**src/rtl/sparc_control_unit_pkg.sv**
```systemverilog
// rtl/sparc_control_unit_pkg.sv - shared states, field codes and mux select constants for the SPARC control unit
package sparc_ctrl_pkg;

    typedef enum logic [4:0] {
        S_RST, S_F0, S_F1, S_F2, S_F3, S_DEC,
        S_ALU, S_EA, S_LM, S_LW, S_LR, S_SD, S_SM,
        S_BR, S_CALL, S_PCU, S_HALT
    } state_t;

    localparam logic [5:0] FETCH_OP_DEF    = 6'h08;
    localparam logic [5:0] ADD_OP_DEF      = 6'h00;
    localparam int         MFC_TIMEOUT_DEF = 16;

    // IR[31:30] major opcode
    localparam logic [1:0] OP_BRANCH = 2'd0;
    localparam logic [1:0] OP_CALL   = 2'd1;
    localparam logic [1:0] OP_ALU    = 2'd2;
    localparam logic [1:0] OP_MEM    = 2'd3;

    // IR[24:22] op2 for format-2; only Bicc is implemented
    localparam logic [2:0] OP2_BICC = 3'b010;

    // IR[24:19] op3 for the two memory ops handled; IR[21] alone separates them
    localparam logic [5:0] OP3_LD = 6'h00;
    localparam logic [5:0] OP3_ST = 6'h04;

    localparam logic [1:0] NPC_INC  = 2'd0;
    localparam logic [1:0] NPC_TBR  = 2'd1;
    localparam logic [1:0] NPC_BTGT = 2'd2;
    localparam logic [1:0] NPC_ALU  = 2'd3;

    localparam logic [1:0] ALU_RS2    = 2'd0;
    localparam logic [1:0] ALU_SIMM13 = 2'd1;
    localparam logic [1:0] ALU_IMM7   = 2'd2;
    localparam logic [1:0] ALU_IMM22  = 2'd3;

    localparam logic [1:0] CIN_PC  = 2'd0;
    localparam logic [1:0] CIN_NPC = 2'd1;
    localparam logic [1:0] CIN_ALU = 2'd2;
    localparam logic [1:0] CIN_MDR = 2'd3;

    localparam logic [1:0] RC_RD  = 2'd0;
    localparam logic [1:0] RC_R18 = 2'd1;
    localparam logic [1:0] RC_R17 = 2'd2;
    localparam logic [1:0] RC_R15 = 2'd3;

    localparam logic [1:0] MDR_RAM  = 2'd0;
    localparam logic [1:0] MDR_RFA  = 2'd1;
    localparam logic [1:0] MDR_AUX  = 2'd2;
    localparam logic [1:0] MDR_ZERO = 2'd3;

    // States that hold MFA high waiting on memory
    function automatic logic is_wait(input state_t s);
        return (s == S_F1) || (s == S_LM) || (s == S_SM);
    endfunction

endpackage

```
**src/rtl/sparc_control_unit_if.sv**
```systemverilog
// rtl/sparc_control_unit_if.sv - control unit to datapath/memory signal bundle
interface sparc_control_unit_if;
    logic [31:0] IR;
    logic        MFC;
    logic        N, Z, V, C;
    logic        IRE, MDRE, MARE, PCE, nPCE, PSRE, RFE;
    logic        ClrPC;
    logic        MFA;
    logic        MOP_SEL, AOP_SEL;
    logic [5:0]  OP1;
    logic        MAR_SEL, RA_SEL, BAUX, DISP_SEL;
    logic [1:0]  nPC_SEL, ALU_SEL, CIN_SEL, RC_SEL, MDR_SEL;
    logic        Halted, Err;

    modport master (
        input  IR, MFC, N, Z, V, C,
        output IRE, MDRE, MARE, PCE, nPCE, PSRE, RFE, ClrPC, MFA,
               MOP_SEL, AOP_SEL, OP1, MAR_SEL, RA_SEL, BAUX, DISP_SEL,
               nPC_SEL, ALU_SEL, CIN_SEL, RC_SEL, MDR_SEL, Halted, Err
    );

    modport slave (
        output IR, MFC, N, Z, V, C,
        input  IRE, MDRE, MARE, PCE, nPCE, PSRE, RFE, ClrPC, MFA,
               MOP_SEL, AOP_SEL, OP1, MAR_SEL, RA_SEL, BAUX, DISP_SEL,
               nPC_SEL, ALU_SEL, CIN_SEL, RC_SEL, MDR_SEL, Halted, Err
    );
endinterface

```
**src/rtl/sparc_control_unit_cond_eval.sv**
```systemverilog
// rtl/sparc_control_unit_cond_eval.sv - SPARC integer condition code evaluation for Bicc
module sparc_cond_eval (
    input  logic [3:0] cond,
    input  logic       N,
    input  logic       Z,
    input  logic       V,
    input  logic       C,
    output logic       taken
);
    logic base;

    // Lower three bits pick the test; cond[3] inverts it (bn/ba, be/bne, ...)
    always_comb begin
        base = 1'b0;
        case (cond[2:0])
            3'd0: base = 1'b0;
            3'd1: base = Z;
            3'd2: base = Z | (N ^ V);
            3'd3: base = N ^ V;
            3'd4: base = C | Z;
            3'd5: base = C;
            3'd6: base = N;
            3'd7: base = V;
            default: base = 1'b0;
        endcase
        taken = base ^ cond[3];
    end
endmodule

```
**src/rtl/sparc_control_unit.sv**
```systemverilog
// rtl/sparc_control_unit.sv - microsequenced SPARC control unit (fetch, ALU, ld/st, Bicc, call)
module sparc_control_unit
    import sparc_ctrl_pkg::*;
#(
    parameter logic [5:0] FETCH_OP    = FETCH_OP_DEF,
    parameter logic [5:0] ADD_OP      = ADD_OP_DEF,
    parameter int         MFC_TIMEOUT = MFC_TIMEOUT_DEF
) (
    input logic                  Clk,
    input logic                  Reset,
    sparc_control_unit_if.master bus
);
    localparam int CW = $clog2(MFC_TIMEOUT) + 1;

    state_t          state, state_nxt;
    logic [CW-1:0]   cnt;
    logic            err_q;
    logic            taken;
    logic            timed_out;
    logic [1:0]      alu_sel_imm;
    logic            unused_ir_bits;

    assign unused_ir_bits = ^{bus.IR[29], bus.IR[20:14], bus.IR[12:0]};

    sparc_cond_eval u_cond (
        .cond  (bus.IR[28:25]),
        .N     (bus.N),
        .Z     (bus.Z),
        .V     (bus.V),
        .C     (bus.C),
        .taken (taken)
    );

    assign timed_out   = !bus.MFC && (cnt == CW'(MFC_TIMEOUT - 1));
    assign alu_sel_imm = bus.IR[13] ? ALU_SIMM13 : ALU_RS2;

    // State register, per-wait cycle counter (zero on entry to every wait state) and sticky timeout flag
    always_ff @(posedge Clk or posedge Reset) begin
        if (Reset) begin
            state <= S_RST;
            cnt   <= '0;
            err_q <= 1'b0;
        end else begin
            state <= state_nxt;
            if (is_wait(state) && !bus.MFC)
                cnt <= cnt + 1'b1;
            else
                cnt <= '0;
            if (is_wait(state) && timed_out)
                err_q <= 1'b1;
        end
    end

    // Next-state and Moore output decode; everything idles (enables high, selects zero) unless a state says otherwise
    always_comb begin
        state_nxt   = state;
        bus.IRE     = 1'b1;
        bus.MDRE    = 1'b1;
        bus.MARE    = 1'b1;
        bus.PCE     = 1'b1;
        bus.nPCE    = 1'b1;
        bus.PSRE    = 1'b1;
        bus.RFE     = 1'b1;
        bus.ClrPC   = 1'b1;
        bus.MFA     = 1'b0;
        bus.MOP_SEL = 1'b0;
        bus.AOP_SEL = 1'b0;
        bus.OP1     = 6'h00;
        bus.MAR_SEL = 1'b0;
        bus.RA_SEL  = 1'b0;
        bus.BAUX    = 1'b0;
        bus.DISP_SEL = 1'b0;
        bus.nPC_SEL = NPC_INC;
        bus.ALU_SEL = ALU_RS2;
        bus.CIN_SEL = CIN_PC;
        bus.RC_SEL  = RC_RD;
        bus.MDR_SEL = MDR_RAM;
        bus.Halted  = 1'b0;
        bus.Err     = err_q;

        case (state)
            S_RST: begin
                bus.ClrPC = 1'b0;
                state_nxt = S_F0;
            end
            S_F0: begin
                bus.MAR_SEL = 1'b1;
                bus.MARE    = 1'b0;
                state_nxt   = S_F1;
            end
            S_F1: begin
                bus.MOP_SEL = 1'b1;
                bus.OP1     = FETCH_OP;
                bus.MFA     = 1'b1;
                if (bus.MFC)        state_nxt = S_F2;
                else if (timed_out) state_nxt = S_HALT;
            end
            S_F2: begin
                bus.MDR_SEL = MDR_RAM;
                bus.MDRE    = 1'b0;
                state_nxt   = S_F3;
            end
            S_F3: begin
                bus.IRE   = 1'b0;
                state_nxt = S_DEC;
            end
            S_DEC: begin
                case (bus.IR[31:30])
                    OP_ALU:    state_nxt = S_ALU;
                    OP_MEM:    state_nxt = S_EA;
                    OP_CALL:   state_nxt = S_CALL;
                    OP_BRANCH: state_nxt = (bus.IR[24:22] == OP2_BICC) ? S_BR : S_HALT;
                    default:   state_nxt = S_HALT;
                endcase
            end
            S_ALU: begin
                bus.ALU_SEL = alu_sel_imm;
                bus.CIN_SEL = CIN_ALU;
                bus.RC_SEL  = RC_RD;
                bus.RFE     = 1'b0;
                bus.PSRE    = ~bus.IR[23];
                state_nxt   = S_PCU;
            end
            S_EA: begin
                bus.AOP_SEL = 1'b1;
                bus.OP1     = ADD_OP;
                bus.ALU_SEL = alu_sel_imm;
                bus.MARE    = 1'b0;
                state_nxt   = bus.IR[21] ? S_SD : S_LM;
            end
            S_LM: begin
                bus.MFA = 1'b1;
                if (bus.MFC)        state_nxt = S_LW;
                else if (timed_out) state_nxt = S_HALT;
            end
            S_LW: begin
                bus.MDR_SEL = MDR_RAM;
                bus.MDRE    = 1'b0;
                state_nxt   = S_LR;
            end
            S_LR: begin
                bus.CIN_SEL = CIN_MDR;
                bus.RFE     = 1'b0;
                state_nxt   = S_PCU;
            end
            S_SD: begin
                bus.RA_SEL  = 1'b1;
                bus.MDR_SEL = MDR_RFA;
                bus.MDRE    = 1'b0;
                state_nxt   = S_SM;
            end
            S_SM: begin
                bus.MFA = 1'b1;
                if (bus.MFC)        state_nxt = S_PCU;
                else if (timed_out) state_nxt = S_HALT;
            end
            S_BR: begin
                if (taken) begin
                    bus.BAUX    = 1'b1;
                    bus.nPC_SEL = NPC_BTGT;
                end
                bus.PCE   = 1'b0;
                bus.nPCE  = 1'b0;
                state_nxt = S_F0;
            end
            S_CALL: begin
                bus.CIN_SEL  = CIN_PC;
                bus.RC_SEL   = RC_R15;
                bus.RFE      = 1'b0;
                bus.BAUX     = 1'b1;
                bus.DISP_SEL = 1'b1;
                bus.nPC_SEL  = NPC_BTGT;
                bus.PCE      = 1'b0;
                bus.nPCE     = 1'b0;
                state_nxt    = S_F0;
            end
            S_PCU: begin
                bus.PCE   = 1'b0;
                bus.nPCE  = 1'b0;
                state_nxt = S_F0;
            end
            S_HALT: begin
                bus.Halted = 1'b1;
                state_nxt  = S_HALT;
            end
            default: state_nxt = S_HALT;
        endcase
    end
endmodule

```
**src/flat_wrapper.sv**
```systemverilog
// flat-port wrapper written by rule: the top's interface ports become plain ports
module sparc_control_unit_flat import sparc_ctrl_pkg::*;
#(
    parameter logic [5:0] FETCH_OP    = FETCH_OP_DEF,
    parameter logic [5:0] ADD_OP      = ADD_OP_DEF,
    parameter int         MFC_TIMEOUT = MFC_TIMEOUT_DEF
)
  (Clk, Reset, bus_IR, bus_MFC, bus_N, bus_Z, bus_V, bus_C, bus_IRE, bus_MDRE, bus_MARE, bus_PCE, bus_nPCE, bus_PSRE, bus_RFE, bus_ClrPC, bus_MFA, bus_MOP_SEL, bus_AOP_SEL, bus_OP1, bus_MAR_SEL, bus_RA_SEL, bus_BAUX, bus_DISP_SEL, bus_nPC_SEL, bus_ALU_SEL, bus_CIN_SEL, bus_RC_SEL, bus_MDR_SEL, bus_Halted, bus_Err);
  sparc_control_unit_if bus_i ();
  input logic Clk;
  input logic Reset;
  input wire logic [$bits(bus_i.IR)-1:0] bus_IR;
  input wire logic [$bits(bus_i.MFC)-1:0] bus_MFC;
  input wire logic [$bits(bus_i.N)-1:0] bus_N;
  input wire logic [$bits(bus_i.Z)-1:0] bus_Z;
  input wire logic [$bits(bus_i.V)-1:0] bus_V;
  input wire logic [$bits(bus_i.C)-1:0] bus_C;
  output wire logic [$bits(bus_i.IRE)-1:0] bus_IRE;
  output wire logic [$bits(bus_i.MDRE)-1:0] bus_MDRE;
  output wire logic [$bits(bus_i.MARE)-1:0] bus_MARE;
  output wire logic [$bits(bus_i.PCE)-1:0] bus_PCE;
  output wire logic [$bits(bus_i.nPCE)-1:0] bus_nPCE;
  output wire logic [$bits(bus_i.PSRE)-1:0] bus_PSRE;
  output wire logic [$bits(bus_i.RFE)-1:0] bus_RFE;
  output wire logic [$bits(bus_i.ClrPC)-1:0] bus_ClrPC;
  output wire logic [$bits(bus_i.MFA)-1:0] bus_MFA;
  output wire logic [$bits(bus_i.MOP_SEL)-1:0] bus_MOP_SEL;
  output wire logic [$bits(bus_i.AOP_SEL)-1:0] bus_AOP_SEL;
  output wire logic [$bits(bus_i.OP1)-1:0] bus_OP1;
  output wire logic [$bits(bus_i.MAR_SEL)-1:0] bus_MAR_SEL;
  output wire logic [$bits(bus_i.RA_SEL)-1:0] bus_RA_SEL;
  output wire logic [$bits(bus_i.BAUX)-1:0] bus_BAUX;
  output wire logic [$bits(bus_i.DISP_SEL)-1:0] bus_DISP_SEL;
  output wire logic [$bits(bus_i.nPC_SEL)-1:0] bus_nPC_SEL;
  output wire logic [$bits(bus_i.ALU_SEL)-1:0] bus_ALU_SEL;
  output wire logic [$bits(bus_i.CIN_SEL)-1:0] bus_CIN_SEL;
  output wire logic [$bits(bus_i.RC_SEL)-1:0] bus_RC_SEL;
  output wire logic [$bits(bus_i.MDR_SEL)-1:0] bus_MDR_SEL;
  output wire logic [$bits(bus_i.Halted)-1:0] bus_Halted;
  output wire logic [$bits(bus_i.Err)-1:0] bus_Err;
  assign bus_i.IR = bus_IR;
  assign bus_i.MFC = bus_MFC;
  assign bus_i.N = bus_N;
  assign bus_i.Z = bus_Z;
  assign bus_i.V = bus_V;
  assign bus_i.C = bus_C;
  assign bus_IRE = bus_i.IRE;
  assign bus_MDRE = bus_i.MDRE;
  assign bus_MARE = bus_i.MARE;
  assign bus_PCE = bus_i.PCE;
  assign bus_nPCE = bus_i.nPCE;
  assign bus_PSRE = bus_i.PSRE;
  assign bus_RFE = bus_i.RFE;
  assign bus_ClrPC = bus_i.ClrPC;
  assign bus_MFA = bus_i.MFA;
  assign bus_MOP_SEL = bus_i.MOP_SEL;
  assign bus_AOP_SEL = bus_i.AOP_SEL;
  assign bus_OP1 = bus_i.OP1;
  assign bus_MAR_SEL = bus_i.MAR_SEL;
  assign bus_RA_SEL = bus_i.RA_SEL;
  assign bus_BAUX = bus_i.BAUX;
  assign bus_DISP_SEL = bus_i.DISP_SEL;
  assign bus_nPC_SEL = bus_i.nPC_SEL;
  assign bus_ALU_SEL = bus_i.ALU_SEL;
  assign bus_CIN_SEL = bus_i.CIN_SEL;
  assign bus_RC_SEL = bus_i.RC_SEL;
  assign bus_MDR_SEL = bus_i.MDR_SEL;
  assign bus_Halted = bus_i.Halted;
  assign bus_Err = bus_i.Err;
  sparc_control_unit #(.FETCH_OP(FETCH_OP), .ADD_OP(ADD_OP), .MFC_TIMEOUT(MFC_TIMEOUT)) u_core (.Clk(Clk), .Reset(Reset), .bus(bus_i));
endmodule
```
**config.mk**
```make
export PLATFORM = sky130hd
export DESIGN_NAME = sparc_control_unit_flat
export DESIGN_NICKNAME = d
export VERILOG_FILES = /design/src/rtl/sparc_control_unit_pkg.sv /design/src/rtl/sparc_control_unit_if.sv /design/src/rtl/sparc_control_unit_cond_eval.sv /design/src/rtl/sparc_control_unit.sv /design/src/flat_wrapper.sv
export SDC_FILE = /design/constraint.sdc
export NUM_CORES = 1
export LEC_CHECK = 0
export CAP_MARGIN = 0
export CORE_UTILIZATION = 35
export DETAILED_ROUTE_END_ITERATION = 8
export GPL_ROUTABILITY_DRIVEN = 0
export PLACE_DENSITY = 0.85
export SLEW_MARGIN = 20
export SYNTH_ARGS = -nofsm -noshare
export SYNTH_HDL_FRONTEND = slang
export SYNTH_HIERARCHICAL = 1
export SYNTH_SLANG_ARGS = --single-unit
```
**constraint.sdc**
```tcl
create_clock -name Clk -period 2.2 [get_ports Clk]
set_clock_uncertainty 0.05 [all_clocks]
set_input_delay 0.22 -clock Clk [delete_from_list [all_inputs] [get_ports Clk]]
set_output_delay 0.22 -clock Clk [all_outputs]
set_load 0.01 [all_outputs]
```
==> summary.md, run 1 <==
| Metric | Value |
|---|---|
| Status | completed |
| Worst vdd ir | about 630 uV |
| Share of layout cells above drive strength 1 | around 14% |
| Tcrit/Tclk final | approximately 100% |
| Worst hold margin | ~220 ps |
| Final setup fails | 0 |
| DR iter-0 viols | 28 |
| Distinct cell type count of the synthesized netlist | 37 |
| CTS Buf Count | 3 |
| Synth cell count leaders | nor2_1, buf_4, dfrtp_1 |
| Cell Area, Synth | 0.00101 mm2 |
| Drt wl/cell | around 13 um |
| Layout area overhead | 44.0% |
| Synth top area cells | dfrtp_1, buf_4, nor2_1 |
| Slack of the worst reg-to-reg path | 390 ps |
| Psw | slightly below 600 uW |
| Non-Filler Instances | 201 |
| LEAKAGE | 0.632 nW |
| CP endpoint kind | output port |
| Critical path class | flip-flop to output port |
| CTS tree | yes |
| Number of synthesized register bits | 11 |
| Port bufs | 42 |
| Sw frac | 44.6% |
| PD cells | ~910 mW/mm2 |
| Count of final hold-check violations | 0 |
| Max_cap viols | 0 |
| Largest net degree at the start of global routing | 14 |
| Clock share of power | about a tenth |
| Min Tclk post-route | between 2000 and 2500 ps |
| Worst r2r src | u_core/cnt[0]$_DFF_PP0_ |
| # rows | 19 |
| Gr usage total | approximately 17% |
| First-pass GRT wire length | around 4200 um |
| Ant. Diodes | 0 |
| Internal power | approximately 730 uW |
| Drc violations | 0 |
| Fmax | 465 MHz |
| Sequential area share after synthesis | a little over a quarter |
| Vias | approximately 1100 |
| Critical path arrival | around 1900 ps |
| Synth async-reset ratio | 100% |
| Ports | between 70 and 80 |
| Core ar. | about 0.0027 mm2 |
| Initial antenna violation count | 0 |
| Root Driver | clkbuf_4 |
| Sequential power share | roughly a quarter |
| Synth area leader | dfrtp_1 |
| Hold buffers post-CTS | 0 |
| Grt ovf | 0 |
| CP Launch Point | u_core/state[3]$_DFF_PP0_ |
| Register-to-Register Path Depth | 7 |
| Slowest stage delay, CP | ~570 ps |
| Clock Tree Buf Depth | 2 |
| Yosys warns | 6 |
| Post-synth EDFFs | 0 |
| Final WS setup | 51.7 ps |
| Final max-slew violation count | 0 |
| Top FF cell, synth | dfrtp_1 |
| Vias in the first global route | about 930 |
| Gate Count Post-Synth | around 130 |
| Final HPWL DP | between 1500 and 2000 um |
| Clk_lat worst skew | ~260 ps |
| Critical-path cell list | buf_4 > xnor2_1 > nor3_1 > clkdlybuf4s50_1 |
| Clock sink count | 11 |
| DRT antenna net count | 0 |
| Final WL | 2640 um |
| Place WS | -395 ps |
| Combinational Power Share | approximately two thirds |
| Average size of a mapped cell | 7.63 um2 |
| Clock transition at path regs | approximately 70 ps |
| Setup Fix Bufs, Post-CTS | 0 |
| Crit start category | flip-flop |
| Worst endpoint required time | a little under 2000 ps |
| Worst setup endpoint | bus_CIN_SEL[1] |
| Fillers | about 250 |
| H-tree depth | 1 |
| Die W | about 56 um |
| Top cell type's share of synthesized area | 27.3% |
| Crit-path slowest cell | clkdlybuf4s50_1 |
| Initial Util | between 30% and 40% |
| Height of the die | around 56 um |
| Inst Count DP | between 150 and 200 |
| Die ar. | 0.00310 mm2 |
| Final net count | roughly 210 |
| Hold crit path type | primary input to asynchronous set/reset pin |
| Drt pass-1 iters | 5 |
| Drt via density | 5.42 |
| Worst R2R End | u_core/state[3]$_DFF_PP0_ |
| Count leader, synth | nor2_1 |
| Crit-path max FO | 11 |
## sequential cells by signal, summed over array words and instances, names as in the netlist
| signal | flops |
|---|---|
| u_core/cnt | 5 |
| u_core/bus.Err | 1 |
| u_core/state | 5 |
## layout make-up
type / instances / area (um2) / area share (%)
multi-input combinational: 103 / 628 / 43.3
timing repair buffer: 49 / 465 / 32.1
sequential: 11 / 279 / 19.2
tap: 31 / 38.8 / 2.67
clock buffer: 3 / 22.5 / 1.55
inverter: 3 / 11.3 / 0.777
clock inverter: 1 / 5.00 / 0.345
## routing by layer
metal,GRT usage (%),vias up,wire (um)
li1,-,517,-
met5,0,-,0
met2,28.4,55,1300
met4,9.29,0,83
met1,20.9,507,1080
met3,1.40,10,178
## kinds of logic after synthesis
logic type | after synthesis | share of synthesized area (%)
other | 1 | 0.372
XOR/XNOR | 7 | 6.09
flip-flops | 11 | 27.3
AND/OR/NAND/NOR | 58 | 29.1
adder cells (fa/ha/maj) | 2 | 2.48
AO/OA/AOI/OAI | 27 | 18.1
buffers and inverters | 25 | 15.5
multiplexers | 1 | 0.994
## how the worst min path moves through the flow
stage,depth (start not counted),startpoint,endpoint
floorplan,1,Reset,u_core/bus.Err$_DFFE_PP0P_
global placement,1,u_core/cnt[0]$_DFF_PP0_,u_core/cnt[0]$_DFF_PP0_
detailed placement,1,u_core/cnt[0]$_DFF_PP0_,u_core/cnt[0]$_DFF_PP0_
CTS,2,Reset,u_core/bus.Err$_DFFE_PP0P_
global route,2,Reset,u_core/bus.Err$_DFFE_PP0P_
finish,2,Reset,u_core/bus.Err$_DFFE_PP0P_
## metrics by stage
stage | cell area, um2 | TNS [ps] | utilization (%) | power, mW
after global placement | 1400 | -564 | 51.2 | 1.13
after detailed placement | 1400 | -784 | 51.2 | 1.15
after CTS | 1440 | 0 | 52.8 | 1.30
after floorplan | 1030 | 0 | - | 0.840
after global routing | 1450 | -10.1 | 53.0 | 1.42
final | 1450 | 0 | 53.0 | 1.33
## power by group through the flow
stage	logic, mW	clock network [mW]	registers (mW)
floorplan	0.563	0	0.277
CTS	0.838	0.136	0.323
global route	0.940	0.141	0.339
global placement	0.803	0	0.323
finish	0.863	0.133	0.329
detailed placement	0.824	0	0.324
## critical path: cells and delay by family (launching register included)
kind / cells / cell delay (ps)
DFF: 1 / 500
and+or+nand+nor: 1 / 180
buffers and inverters: 2 / 770
xor gates and xnor gates: 1 / 170
## timing repair
action / 4_1_cts / 5_1_grt
endpoints found under the setup margin: 10 / 9
pin swaps: 0 / 2
resized for setup: 12 / 7
## cell usage in the layout (no fill, tap or decap), drive strengths merged, types with 4 or more instances in the layout
| cell type | n |
|---|---|
| clkdlybuf4s50 | 36 |
| nor2 | 18 |
| dfrtp | 11 |
| nand2 | 10 |
| conb | 8 |
| buf | 8 |
| nor3 | 7 |
| xnor2 | 6 |
| a21oi | 6 |
| o21ai | 6 |
| and3 | 4 |
| nor2b | 4 |
| nand3 | 4 |
| clkbuf | 4 |
Power figures use the tool's default switching activity.
==> run 2, diff against run 1 <==
--- a/config.mk
+++ b/config.mk
@@ -9,7 +9,7 @@
 export CORE_UTILIZATION = 35
 export DETAILED_ROUTE_END_ITERATION = 8
 export GPL_ROUTABILITY_DRIVEN = 0
-export PLACE_DENSITY = 0.85
+export PLACE_DENSITY = 0.91
 export SLEW_MARGIN = 20
 export SYNTH_ARGS = -nofsm -noshare
 export SYNTH_HDL_FRONTEND = slang
==> constraint.sdc (replaced) <==
create_clock -name Clk -period 2.2 [get_ports Clk]
set_clock_uncertainty 0.05 [all_clocks]
set_input_delay 0.44 -clock Clk [delete_from_list [all_inputs] [get_ports Clk]]
set_output_delay 0.44 -clock Clk [all_outputs]
set_load 0.01 [all_outputs]
==> run 2 against run 1 <==
  * Count of clock-buffer cells in the layout is 1 higher
  * Sequential share of layout area is 0.81 points lower
  * First-iteration DRC count up 21%
  * Core utilization rose by 2.3 points
  * Register-to-register slack improved by 20 ps
  * Sequential cell count stayed put
  * Sequential power shrank 2%
  * Final cell count increased by 5.5%
  * Fmax increased by 0.67%
  * Critical path type unchanged
==> summary.md, run 2 (synthesis gave the netlist of run 1 again) <==
| Metric | Value |
|---|---|
| Vias in the first global route | approximately 940 |
| DR iter-0 viols | 34 |
| Drt via density | around 5.1 |
| Root Driver | clkbuf_4 |
| Most frequent cells in the layout | buf_4, nor2_1, clkdlybuf4s50_1 |
| Inst Count DP | ~200 |
| Height of the die | about 56 um |
| Hold buffers post-CTS | 0 |
| Tcrit/Tclk final | slightly below 100% |
| CTS tree | yes |
| RSZ-0062 raised after global routing | yes |
| LEAKAGE | roughly 0.73 nW |
| Largest net degree at the start of global routing | 12 |
| Placed inst area | approximately 0.0014 mm2 |
| Clock Tree Buf Depth | 2 |
| Critical path arrival | around 1600 ps |
| Die ar. | 0.00310 mm2 |
| Worst endpoint required time | 1710 ps |
| Worst hold margin | approximately 420 ps |
| Non-Filler Instances | around 210 |
| H-tree depth | 1 |
| Port bufs | between 40 and 50 |
| Total power | roughly 1.5 mW |
| Final max-slew violation count | 0 |
| Count of final hold-check violations | 0 |
| Core ar. | between 0.002 and 0.003 mm2 |
| CTS Buf Count | 3 |
| Clk_lat worst skew | between 200 and 300 ps |
| Commonest non-fill, non-tap cell in the layout | buf_4 |
| Initial antenna violation count | 0 |
| Final WL | approximately 2500 um |
| Status | completed |
| Grt ovf | 0 |
| CP endpoint kind | output port |
| Ports | 72 |
| # rows | 19 |
| Final setup fails | 0 |
| Critical path class | flip-flop to output port |
| Min Tclk post-route | around 2100 ps |
| Initial Util | between 30 and 40% |
| Fillers | approximately 240 |
| PD cells | between 900 and 1000 mW/mm2 |
| Worst vdd ir | ~710 uV |
| Max_cap viols | 0 |
| Fmax | roughly 470 MHz |
| Ant. Diodes | 0 |
| Share of layout cells above drive strength 1 | between 20% and 30% |
| Finished Cell Area | 0.00151 mm2 |
| Clock sink count | 11 |
| Clock transition at path regs | 70 ps |
| First-pass GRT wire length | roughly 4100 um |
| Hold crit path type | primary input to asynchronous set/reset pin |
| Crit-path max FO | 6 |
| Crit start category | flip-flop |
| Final HPWL DP | 1800 um |
| Layout area overhead | 50.3% |
| Die W | roughly 56 um |
| Drt wl/cell | about 12 um |
| Gr usage total | ~16% |
| Drc violations | 0 |
| Vias | roughly 1100 |
| DRT antenna net count | 0 |
| Final net count | 223 |
| Drt pass-1 iters | 4 |
## run 2: cell type report
class	instances	area, um2	area share, %
Multi-Input combinational cell	103	659	43.6
Tap cell	31	38.8	2.56
Clock buffer	4	26.3	1.74
Inverter	3	11.3	0.744
Timing Repair Buffer	60	499	33.0
Sequential cell	11	279	18.4
## run 2: repair_timing
action                                  CTS  global route
gates resized for setup                  44            22
buffers inserted                          3             3
endpoints found under the setup margin   21             8
pin swaps                                 5            10
## run 2: path summary, 6_finish.rpt
| kind | from | end | slack [ps] | cells after the start |
|---|---|---|---|---|
| min in group Clk | u_core/bus.Err$_DFFE_PP0P_ | u_core/bus.Err$_DFFE_PP0P_ | 420 | 1 |
| setup reg to reg | u_core/cnt[0]$_DFF_PP0_ | u_core/state[3]$_DFF_PP0_ | 410 | 7 |
| setup / recovery | u_core/state[3]$_DFF_PP0_ | bus_ALU_SEL[0] | 70 | 3 |
| max in group asynchronous | Reset | u_core/state[3]$_DFF_PP0_ | 1370 | 2 |
| hold / removal | Reset | u_core/state[4]$_DFF_PP0_ | 420 | 2 |
| hold reg to reg | u_core/bus.Err$_DFFE_PP0P_ | u_core/bus.Err$_DFFE_PP0P_ | 420 | 1 |
## run 2: worst max-delay path, stage by stage (launching register included)
cell and delay, ps:
dfrtp_2 460, nor3b_4 230, and3_1 170, clkdlybuf4s50_1 520
## run 2: per-stage QoR
stage          worst slack (ps)  utilization, %  TNS [ps]
6_report                   65.9            55.4         0
5_1_grt                   -5.74            55.4     -5.74
4_1_cts                    9.93            54.9         0
3_5_place_dp               -769            52.6     -1530
3_3_place_gp               -741            52.6     -1480
2_1_floorplan              72.0               -         0
## run 2: power breakdown
part	total (mW)	leakage [nW]	switching (mW)	internal, mW
Clock	0.133	0.0150	0.0627	0.0700
Sequential	0.322	0.145	0.0731	0.249
Combinational	1.01	0.569	0.500	0.514
## run 2: routing by layer
| layer | part of all wire [%] | vias to the layer above | global-route usage, % |
|---|---|---|---|
| li1 | - | 537 | - |
| met1 | 47 | 488 | 23.2 |
| met2 | 48 | 44 | 26.5 |
| met3 | 4.8 | 2 | 2.09 |
| met4 | 0.44 | 0 | 3.21 |
| met5 | 0 | - | 0 |
